## config.mk

```make
export PLATFORM = sky130hd
export DESIGN_NAME = nibble_serial_adder
export DESIGN_NICKNAME = d
export VERILOG_FILES = /design/src/rtl/nibble_serial_adder.sv
export SDC_FILE = /design/constraint.sdc
export NUM_CORES = 1
export LEC_CHECK = 0
export ABC_AREA = 1
export CAP_MARGIN = 20
export CORE_ASPECT_RATIO = 0.8
export CORE_MARGIN = 2
export CORE_UTILIZATION = 46
export DETAILED_ROUTE_END_ITERATION = 12
export PLACE_DENSITY_LB_ADDON = 0.08
export SETUP_SLACK_MARGIN = 0.2
export SLEW_MARGIN = 5
export SYNTH_ARGS = -nofsm -noshare
export SYNTH_HDL_FRONTEND = slang
export SYNTH_HIERARCHICAL = 1
export SYNTH_SLANG_ARGS = --single-unit
```

## constraint.sdc

```tcl
create_clock -name clk -period 2.5 [get_ports clk]
set_input_delay 0.375 -clock clk [delete_from_list [all_inputs] [get_ports clk]]
set_output_delay 0.375 -clock clk [all_outputs]
set_load 0.03 [all_outputs]
```

## src/rtl/nibble_serial_adder.sv

```systemverilog
// Serial adder/subtractor that handles one 4-bit carry-select slice per clock,
// starting at the least significant slice, with a start/busy/done handshake.

module nsa_slice (
    input  logic [3:0] a,
    input  logic [3:0] b,
    input  logic       ci,
    output logic [3:0] s,
    output logic       co
);
    logic [4:0] s0, s1;

    // Both carry-in cases are formed in parallel; the registered carry picks one.
    assign s0 = {1'b0, a} + {1'b0, b};
    assign s1 = {1'b0, a} + {1'b0, b} + 5'd1;
    assign {co, s} = ci ? s1 : s0;
endmodule

module nibble_serial_adder #(
    parameter int WIDTH  = 16,
    parameter int NSLICE = WIDTH / 4
) (
    input  logic             clk,
    input  logic             rst_n,
    input  logic             start,
    input  logic             sub,
    input  logic [WIDTH-1:0] a,
    input  logic [WIDTH-1:0] b,
    input  logic             cin,
    output logic [WIDTH-1:0] sum,
    output logic             cout,
    output logic             busy,
    output logic             done
);
    localparam int KW = (NSLICE > 1) ? $clog2(NSLICE) : 1;

    typedef enum logic [1:0] {IDLE, RUN, DONE} state_t;

    state_t           state, nstate;
    logic [WIDTH-1:0] opa, opb;
    logic             carry;
    logic [KW-1:0]    k;
    logic [KW+1:0]    idx;
    logic             accept, last;
    logic [3:0]       sl_s;
    logic             sl_co;

    assign idx    = {k, 2'b00};
    assign last   = (k == KW'(NSLICE - 1));
    assign accept = start && (state != RUN);

    nsa_slice u_slice (
        .a  (opa[idx +: 4]),
        .b  (opb[idx +: 4]),
        .ci (carry),
        .s  (sl_s),
        .co (sl_co)
    );

    always_ff @(posedge clk) begin
        if (!rst_n) state <= IDLE;
        else        state <= nstate;
    end

    always_comb begin
        nstate = state;
        case (state)
            IDLE:    if (start) nstate = RUN;
            RUN:     if (last)  nstate = DONE;
            DONE:    nstate = start ? RUN : IDLE;
            default: nstate = IDLE;
        endcase
    end

    always_comb begin
        busy = (state == RUN);
        done = (state == DONE);
    end

    // Subtraction is folded into the add: B is inverted at capture and the +1 rides on the carry.
    always_ff @(posedge clk) begin
        if (!rst_n) begin
            opa   <= '0;
            opb   <= '0;
            carry <= 1'b0;
            k     <= '0;
            sum   <= '0;
            cout  <= 1'b0;
        end else if (accept) begin
            opa   <= a;
            opb   <= sub ? ~b : b;
            carry <= sub ? 1'b1 : cin;
            k     <= '0;
            sum   <= '0;
            cout  <= 1'b0;
        end else if (state == RUN) begin
            sum[idx +: 4] <= sl_s;
            carry         <= sl_co;
            if (last) cout <= sl_co;
            else      k    <= k + 1'b1;
        end
    end
endmodule

```

==> implementation parameters, run 1 <==
Parameter                              Value

Clocking
  CTS Buf Count ... 5
  Clock-pin transition on the worst setup and hold timing paths ... 0.10 ns
  Cts hold-fix bufs ... 0
  Maximum number of buffers from clock root to sink ... 2
  TritonCTS clock tree ... done
  CTS root buffer ... clkbuf_8
  Clock latency of the later-clocked register in the worst-skew pair ... 0.31 ns
  Count of clock tree sinks ... 54
  Depth of the CTS H-tree ... 2

Setup path
  Data required, critical path ... 2.75 ns
  Reg-to-Reg Start ... k[0]$_SDFFE_PP0P_
  Crit Path Max Fanout ... 7
  Nature of the critical path startpoint ... flip-flop
  Endpoint class of the critical path ... flip-flop
  WP data arrival ... 2.69 ns
  Crit path kind ... reg2reg
  Reg2reg setup slack ... 0.07 ns
  Worst Setup SP ... k[0]$_SDFFE_PP0P_

Timing
  Fmax ... 410.9 MHz
  Fin. Hold Viols ... 0
  Share of the clock period used by the worst path after layout ... 97.35%
  Fin crit period ... 2.434 ns
  Max-slew headroom ... 74.61%
  Worst-case setup margin in the final layout ... 0.06626 ns
  Setup repair after global routing missed its margin ... true
  Fin. max-slew vios ... 0
  Worst slack on hold paths ... 0.4686 ns
  Clock Skews ... 0.008596 ns
  Transition at the pin with the smallest max-transition slack ... 0.3796 ns
  Setup TNS ... 0 ns
  Total of endpoints with negative setup slack in the final report ... 0

Drt
  Initial DRC Count ... 113
  Antenna Violating Nets Remaining ... 0
  Length of the first detailed-routing pass in iterations ... 4
  WL final ... 7007 um
  Total via count after detailed routing ... 2,706
  Per-cell routed wire length ... 13.12 um
  Drc violations ... 0
  Average vias per placed instance ... 5.067

Yosys
  Simple-Gate Fraction of Synth Area ... 26.59%
  Top cells by area in the synthesized netlist ... dfxtp_1, nand2_1, nor2_1
  Sequential element share of the synthesized area ... 40.09%
  Share of the synthesized area in the top cell type ... 40.09%
  Number of instances in the synthesized netlist ... 380
  Average cell area after synthesis ... 7.096 sq um
  Netlist Area Pre-Place ... 0.002696 sq mm
  Mux contribution to synthesized area ... 0%
  Synth Area in Adders ... 5.383%
  Largest family of logic cells by synthesized area ... simple AND/OR/NAND/NOR gates
  Post-synthesis register bit count ... 54
  Number of warning messages in the yosys log ... 6
  Synthesized-area fraction occupied by xor and xnor cells ... 5.522%
  Cell variety after synth ... 28
  Total nets after synthesis ... 428
  Cell taking the most area after synthesis ... dfxtp_1
  Synthesized-area fraction occupied by ao, oa, aoi and oai cells ... 15.78%

Cells and area
  Layout overhead on the synthesized area ... 42.65%
  Combined area of the multi-input logic cells ... 0.001647 sq mm
  Final net count ... 503
  Finished Cell Area ... 0.003846 sq mm
  Fraction of final layout cells sized beyond drive strength 1 ... 21.49%
  Number of inserted filler cells in the final layout ... 510
  Storage cell area ... 0.001089 sq mm
  Antenna diode count ... 0

Global route
  GRT overflow ... 0
  Wire length of the first global-routing pass ... 11,210 um
  GR Util All Layers ... 21.89%
  Vias in the first global route ... 2,458
  Antenna violations before repair ... 0
  Largest net degree at the start of global routing ... 25

Place
  Worst setup slack after placement ... -0.03608 ns
  Detailed Place HPWL ... 4811 um
  Area of placed instances ... 0.003390 sq mm
  Quantity of I/O buffers inserted on ports ... 55
  Final weighted congestion in routability-driven placement ... 0.8249

Pwr
  VDD IR max ... 0.2942 mV
  Power per unit of standard cell area ... 549.6 mW/mm^2
  Leakage dissipation ... 0.001525 uW

Min path
  Hold path start ... sum[1]$_SDFFE_PP0P_
  Min-delay worst type ... reg2reg

Floorplan
  FP Rows ... 24
  Number of top-level design ports ... 56
  Core region area ... 0.005555 sq mm
  Initial Util ... 48.54%
  Die Height ... 72.48 um
  Area of the die ... 0.006494 sq mm
  Die boundary width ... 89.60 um

Run
  Max Cap Violations ... 0

Outcome
  Outcome ... completed
-- flip-flops by register name (all words and copies together), names as in the netlist --
signal and flops:
k 2, sum 16, state 2, opb 16
opa 16, cout 1, carry 1
-- final timing paths --
kind | endpoint | cells after the start
worst max-delay path | sum[10]$_SDFFE_PP0P_ | 15
worst min-delay path | sum[1]$_SDFFE_PP0P_ | 2
worst max register to register | sum[10]$_SDFFE_PP0P_ | 15
worst min register to register | sum[1]$_SDFFE_PP0P_ | 2
-- area by class of cell --
type / count / share of cell area, %
multi-input cells: 283 / 42.81
flip-flops and latches: 54 / 28.30
repair buffers: 82 / 20.20
inverters: 29 / 3.286
well taps: 78 / 2.537
clock buffers: 6 / 1.887
clock inverters: 2 / 0.9759
-- report_power, final --
group / internal, uW / switching [uW]
Sequential: 908 / 40.4
Combinational: 262 / 320
Clock: 299 / 284
Total: 1470 / 645
-- placed cells by master, fill, tap and decap left out, drive strengths merged --
| cell | n |
|---|---|
| a21oi | 27 |
| buf | 27 |
| bufinv | 1 |
| clkbuf | 6 |
| clkdlybuf4s50 | 55 |
| clkinv | 3 |
| clkinvlp | 1 |
| dfxtp | 54 |
| fa | 1 |
| ha | 10 |
| inv | 26 |
| nand2 | 79 |
| nand3 | 17 |
| nand4 | 4 |
| nor2 | 68 |
| nor3 | 3 |
| o211ai | 1 |
| o21ai | 45 |
| o21bai | 1 |
| o22ai | 8 |
| or2 | 2 |
| xnor2 | 11 |
| xor2 | 6 |
-- routing by layer --
metal  global-route usage (%)  vias up  routed length (um)  part of all wire (%)
met3                    3.868       11                 295                   4.2
met5                        0        -                   0                     0
met4                    5.638        0                  80                   1.1
met1                    30.91     1231                3464                    49
met2                    34.56       66                3167                    45
li1                         -     1398                   -                     -
-- critical path: stages, from the launching register on --
cell	delay, ns
dfxtp_4	0.43
clkinv_8	0.09
buf_8	0.14
nor2_1	0.14
o22ai_2	0.12
inv_1	0.09
fa_2	0.46
inv_2	0.10
ha_4	0.14
nand2_4	0.07
xnor2_2	0.15
inv_2	0.09
nand3_2	0.09
nor2_4	0.14
nor2_2	0.05
nor2_1	0.08
-- cell families after synthesis --
logic type / Yosys count
flops: 54
simple gates: 173
compound gates: 82
fa+ha+maj: 11
buf+inv: 43
xor+xnor: 17
-- cell usage after synthesis --
cell      number
nand2_1       74
nor2_1        66
dfxtp_1       54
o21ai_0       44
a21oi_1       27
inv_1         25
nand3_1       17
xnor2_1       11
ha_1          10
o22ai_1        8
xor2_1         6
buf_2          5
clkbuf_1       5
nand2_2        4
nand4_1        4
buf_4          3
nor3_1         3
clkinv_1       2
inv_2          2
or2_2          2
buf_1          1
fa_1           1
nand2_4        1
nor2_2         1
nor2_4         1
o211ai_1       1
o21ai_1        1
o21bai_1       1
-- metrics by stage --
step	total power, uW	utilization, %	std cells
after detailed placement	1430	61.01	510
after floorplan	1281	-	380
final	2114	69.23	534
after global placement	1420	61.01	510
after CTS	2059	66.44	530
after global routing	2222	69.23	534
-- timing repair --
action                     in CTS  in global routing
setup endpoints to repair      14                 14
resized for setup              37                 38
pin swaps                      30                 25
setup buffers                  12                  4
No activity file was read; power rests on OpenSTA's default activity.
==> run 2, diff against run 1 <==
--- a/config.mk
+++ b/config.mk
@@ -10,7 +10,7 @@
 export CORE_ASPECT_RATIO = 0.8
 export CORE_MARGIN = 2
-export CORE_UTILIZATION = 46
+export CORE_UTILIZATION = 51
 export DETAILED_ROUTE_END_ITERATION = 12
-export PLACE_DENSITY_LB_ADDON = 0.08
+export PLACE_DENSITY = 0.79
 export SETUP_SLACK_MARGIN = 0.2
 export SLEW_MARGIN = 5
==> constraint.sdc (replaced) <==
create_clock -name clk -period 2.7 [get_ports clk]
set_input_delay 0.54 -clock clk [delete_from_list [all_inputs] [get_ports clk]]
set_output_delay 0.54 -clock clk [all_outputs]
set_load 0.03 [all_outputs]
==> run 2 against run 1 <==
Net effect: worst hold slack got worse by 0.00067 ns; via count decreased by 0.81%; sequential share of layout area increased by 1.4 points; maximum frequency decreased by 5.6%; total power decreased by 9.5%; register-to-register slack improved by 0.05 ns; wire length decreased by 1.4%; clock power decreased by 7.7%; critical path type unchanged; critical endpoint is now sum[7]$_SDFFE_PP0P_; largest cell class unchanged.
==> implementation parameters, run 2 (synthesis gave the netlist of run 1 again) <==
Parameter                              Value

Drt
  WL final ... 6907 um
  Highest routed layer ... met4
  Met2 wirelength from detailed routing ... 3247 um
  Initial DRC Count ... 151
  Length of the first detailed-routing pass in iterations ... 4
  Total via count after detailed routing ... 2,684
  Antenna Violating Nets Remaining ... 0
  Drc violations ... 0
  DR WL met3 ... 360 um
  Met1 wire length ... 3211 um
  Average vias per placed instance ... 5.232
  Per-cell routed wire length ... 13.46 um

Pwr
  Power per unit of standard cell area ... 522.4 mW/mm^2
  Leakage dissipation ... 0.001466 uW
  VDD IR max ... 0.3319 mV

Cells and area
  Finished Cell Area ... 0.003661 sq mm
  Most common library cell in the layout ignoring fill and taps ... nand2_1
  Biggest regs ... opa x16, opb x16, sum x16
  Layout overhead on the synthesized area ... 35.78%
  Fraction of final layout cells sized beyond drive strength 1 ... 16.19%
  Most used cells in the layout excluding fill and tap cells ... nand2_1, nor2_1, clkdlybuf4s50_1
  Number of inserted filler cells in the final layout ... 423
  Final net count ... 498
  Antenna diode count ... 0

Setup path
  Reg-to-Reg Start ... k[0]$_SDFFE_PP0P_
  WP data arrival ... 2.84 ns
  Reg2reg setup slack ... 0.12 ns
  Endpoint class of the critical path ... flip-flop
  Nature of the critical path startpoint ... flip-flop
  Data required, critical path ... 2.96 ns
  Cells on worst reg2reg path ... 15
  Crit Path Max Fanout ... 8
  Crit path kind ... reg2reg
  Reg-to-reg endpoint ... sum[7]$_SDFFE_PP0P_

Floorplan
  Die boundary width ... 85.30 um
  Die Height ... 69.04 um
  Initial Util ... 53.24%
  Number of top-level design ports ... 56
  Core region area ... 0.005065 sq mm
  Area of the die ... 0.005888 sq mm
  FP Rows ... 23

Place
  Detailed Place HPWL ... 4842 um
  Final weighted congestion in routability-driven placement ... 0.8953
  Area of placed instances ... 0.003322 sq mm
  Quantity of I/O buffers inserted on ports ... 55

Timing
  Max-slew headroom ... 74.34%
  Setup TNS ... 0 ns
  Total of endpoints with negative setup slack in the final report ... 0
  Share of the clock period used by the worst path after layout ... 95.53%
  Fin. Hold Viols ... 0
  Transition at the pin with the smallest max-transition slack ... 0.3835 ns
  Fmax ... 387.7 MHz
  Clock Skews ... 0.009914 ns
  Fin. max-slew vios ... 0
  Setup repair after global routing missed its margin ... true
  Fin crit period ... 2.579 ns

Clocking
  CTS Buf Count ... 5
  TritonCTS clock tree ... done
  Clock latency of the later-clocked register in the worst-skew pair ... 0.31 ns
  Depth of the CTS H-tree ... 2
  Cts hold-fix bufs ... 0
  CTS root buffer ... clkbuf_8
  Clock-pin transition on the worst setup and hold timing paths ... 0.10 ns
  Maximum number of buffers from clock root to sink ... 2
  Count of clock tree sinks ... 54

Global route
  GR Util All Layers ... 23.47%
  Largest net degree at the start of global routing ... 25
  Wire length of the first global-routing pass ... 11,200 um
  GRT overflow ... 0
  Vias in the first global route ... 2,417
  Antenna violations before repair ... 0

Run
  Max Cap Violations ... 0

Min path
  Hold path cells ... 2
  Hold path start ... opb[11]$_SDFFE_PN0P_
  Hold path endpoint ... opb[11]$_SDFFE_PN0P_
  Min-delay worst type ... reg2reg

Outcome
  Outcome ... completed
run 2: cell types whose count changed in the layout (fill, tap and decap cells not counted), moves of 4 or more:
cell	change
nor2_1	+5
o21ai_0	+7
o21ai_1	-6
buf_4	-6
nor2_2	-4
run 2: power by group:
part | internal, uW | switching, uW | leakage [uW]
Combinational | 223 | 275 | 0.000970
Clock | 278 | 261 | 0.0000524
Sequential | 841 | 34.8 | 0.000444
Total | 1340 | 571 | 0.00147
run 2: area by class of cell:
cell class	instances	area, sq um	area share, %
clock buffer	7	76.32	2.085
multi-input combinational	283	1545	42.21
clock inverter	1	30.03	0.8202
timing repair buffer	77	729.5	19.92
inverter	29	113.9	3.110
sequential	54	1089	29.73
tap	62	77.57	2.119
run 2: worst max path at each step:
| stage | from | to | slack, ns | cells after the start |
|---|---|---|---|---|
| final | k[0]$_SDFFE_PP0P_ | sum[7]$_SDFFE_PP0P_ | 0.12 | 15 |
| after global routing | k[0]$_SDFFE_PP0P_ | sum[7]$_SDFFE_PP0P_ | -0.03 | 15 |
| after CTS | k[1]$_SDFFE_PP0P_ | sum[9]$_SDFFE_PP0P_ | 0.20 | 14 |
| after detailed placement | k[0]$_SDFFE_PP0P_ | carry$_SDFFE_PN0P_ | 0.02 | 15 |
| after global placement | k[0]$_SDFFE_PP0P_ | carry$_SDFFE_PN0P_ | 0.19 | 15 |
| after floorplan | k[1]$_SDFFE_PP0P_ | carry$_SDFFE_PN0P_ | 0.20 | 15 |
run 2: timing repair:
action | 4_1_cts | 5_1_grt
cloned | 1 | 1
setup buffers | 8 | 3
pin swaps | 3 | 26
gates resized for setup | 14 | 37
endpoints found under the setup margin | 13 | 13
run 2: critical path, stage by stage, from the launching register on:
cell	delay (ns)
dfxtp_4	0.39
clkinvlp_4	0.20
buf_6	0.19
o21ai_1	0.16
o22ai_2	0.10
inv_1	0.11
fa_2	0.46
inv_2	0.12
nand2_2	0.08
nor2_1	0.10
nand3_1	0.09
nand2_2	0.09
inv_2	0.04
nor3_2	0.17
nand2_1	0.09
a21oi_2	0.14
run 2: per-layer routing:
metal,vias to the layer above,track usage (%)
met5,-,0
met1,1226,32.58
met4,0,5.115
met2,76,37.50
li1,1374,-
met3,8,5.150
run 2: through the flow:
| stage | power (uW) | worst slack [ns] | util [%] | hold slack, ns | cells |
|---|---|---|---|---|---|
| final | 1912 | 0.1207 | 72.28 | 0.4679 | 513 |
| after global routing | 2001 | -0.02507 | 72.28 | 0.4838 | 513 |
| after CTS | 1838 | 0.1974 | 69.34 | 0.4689 | 509 |
| after detailed placement | 1292 | 0.01897 | 65.59 | 0.4544 | 492 |
| after global placement | 1276 | 0.1947 | 65.59 | 0.4525 | 492 |
| after floorplan | 1156 | 0.2015 | - | 0.4231 | 380 |
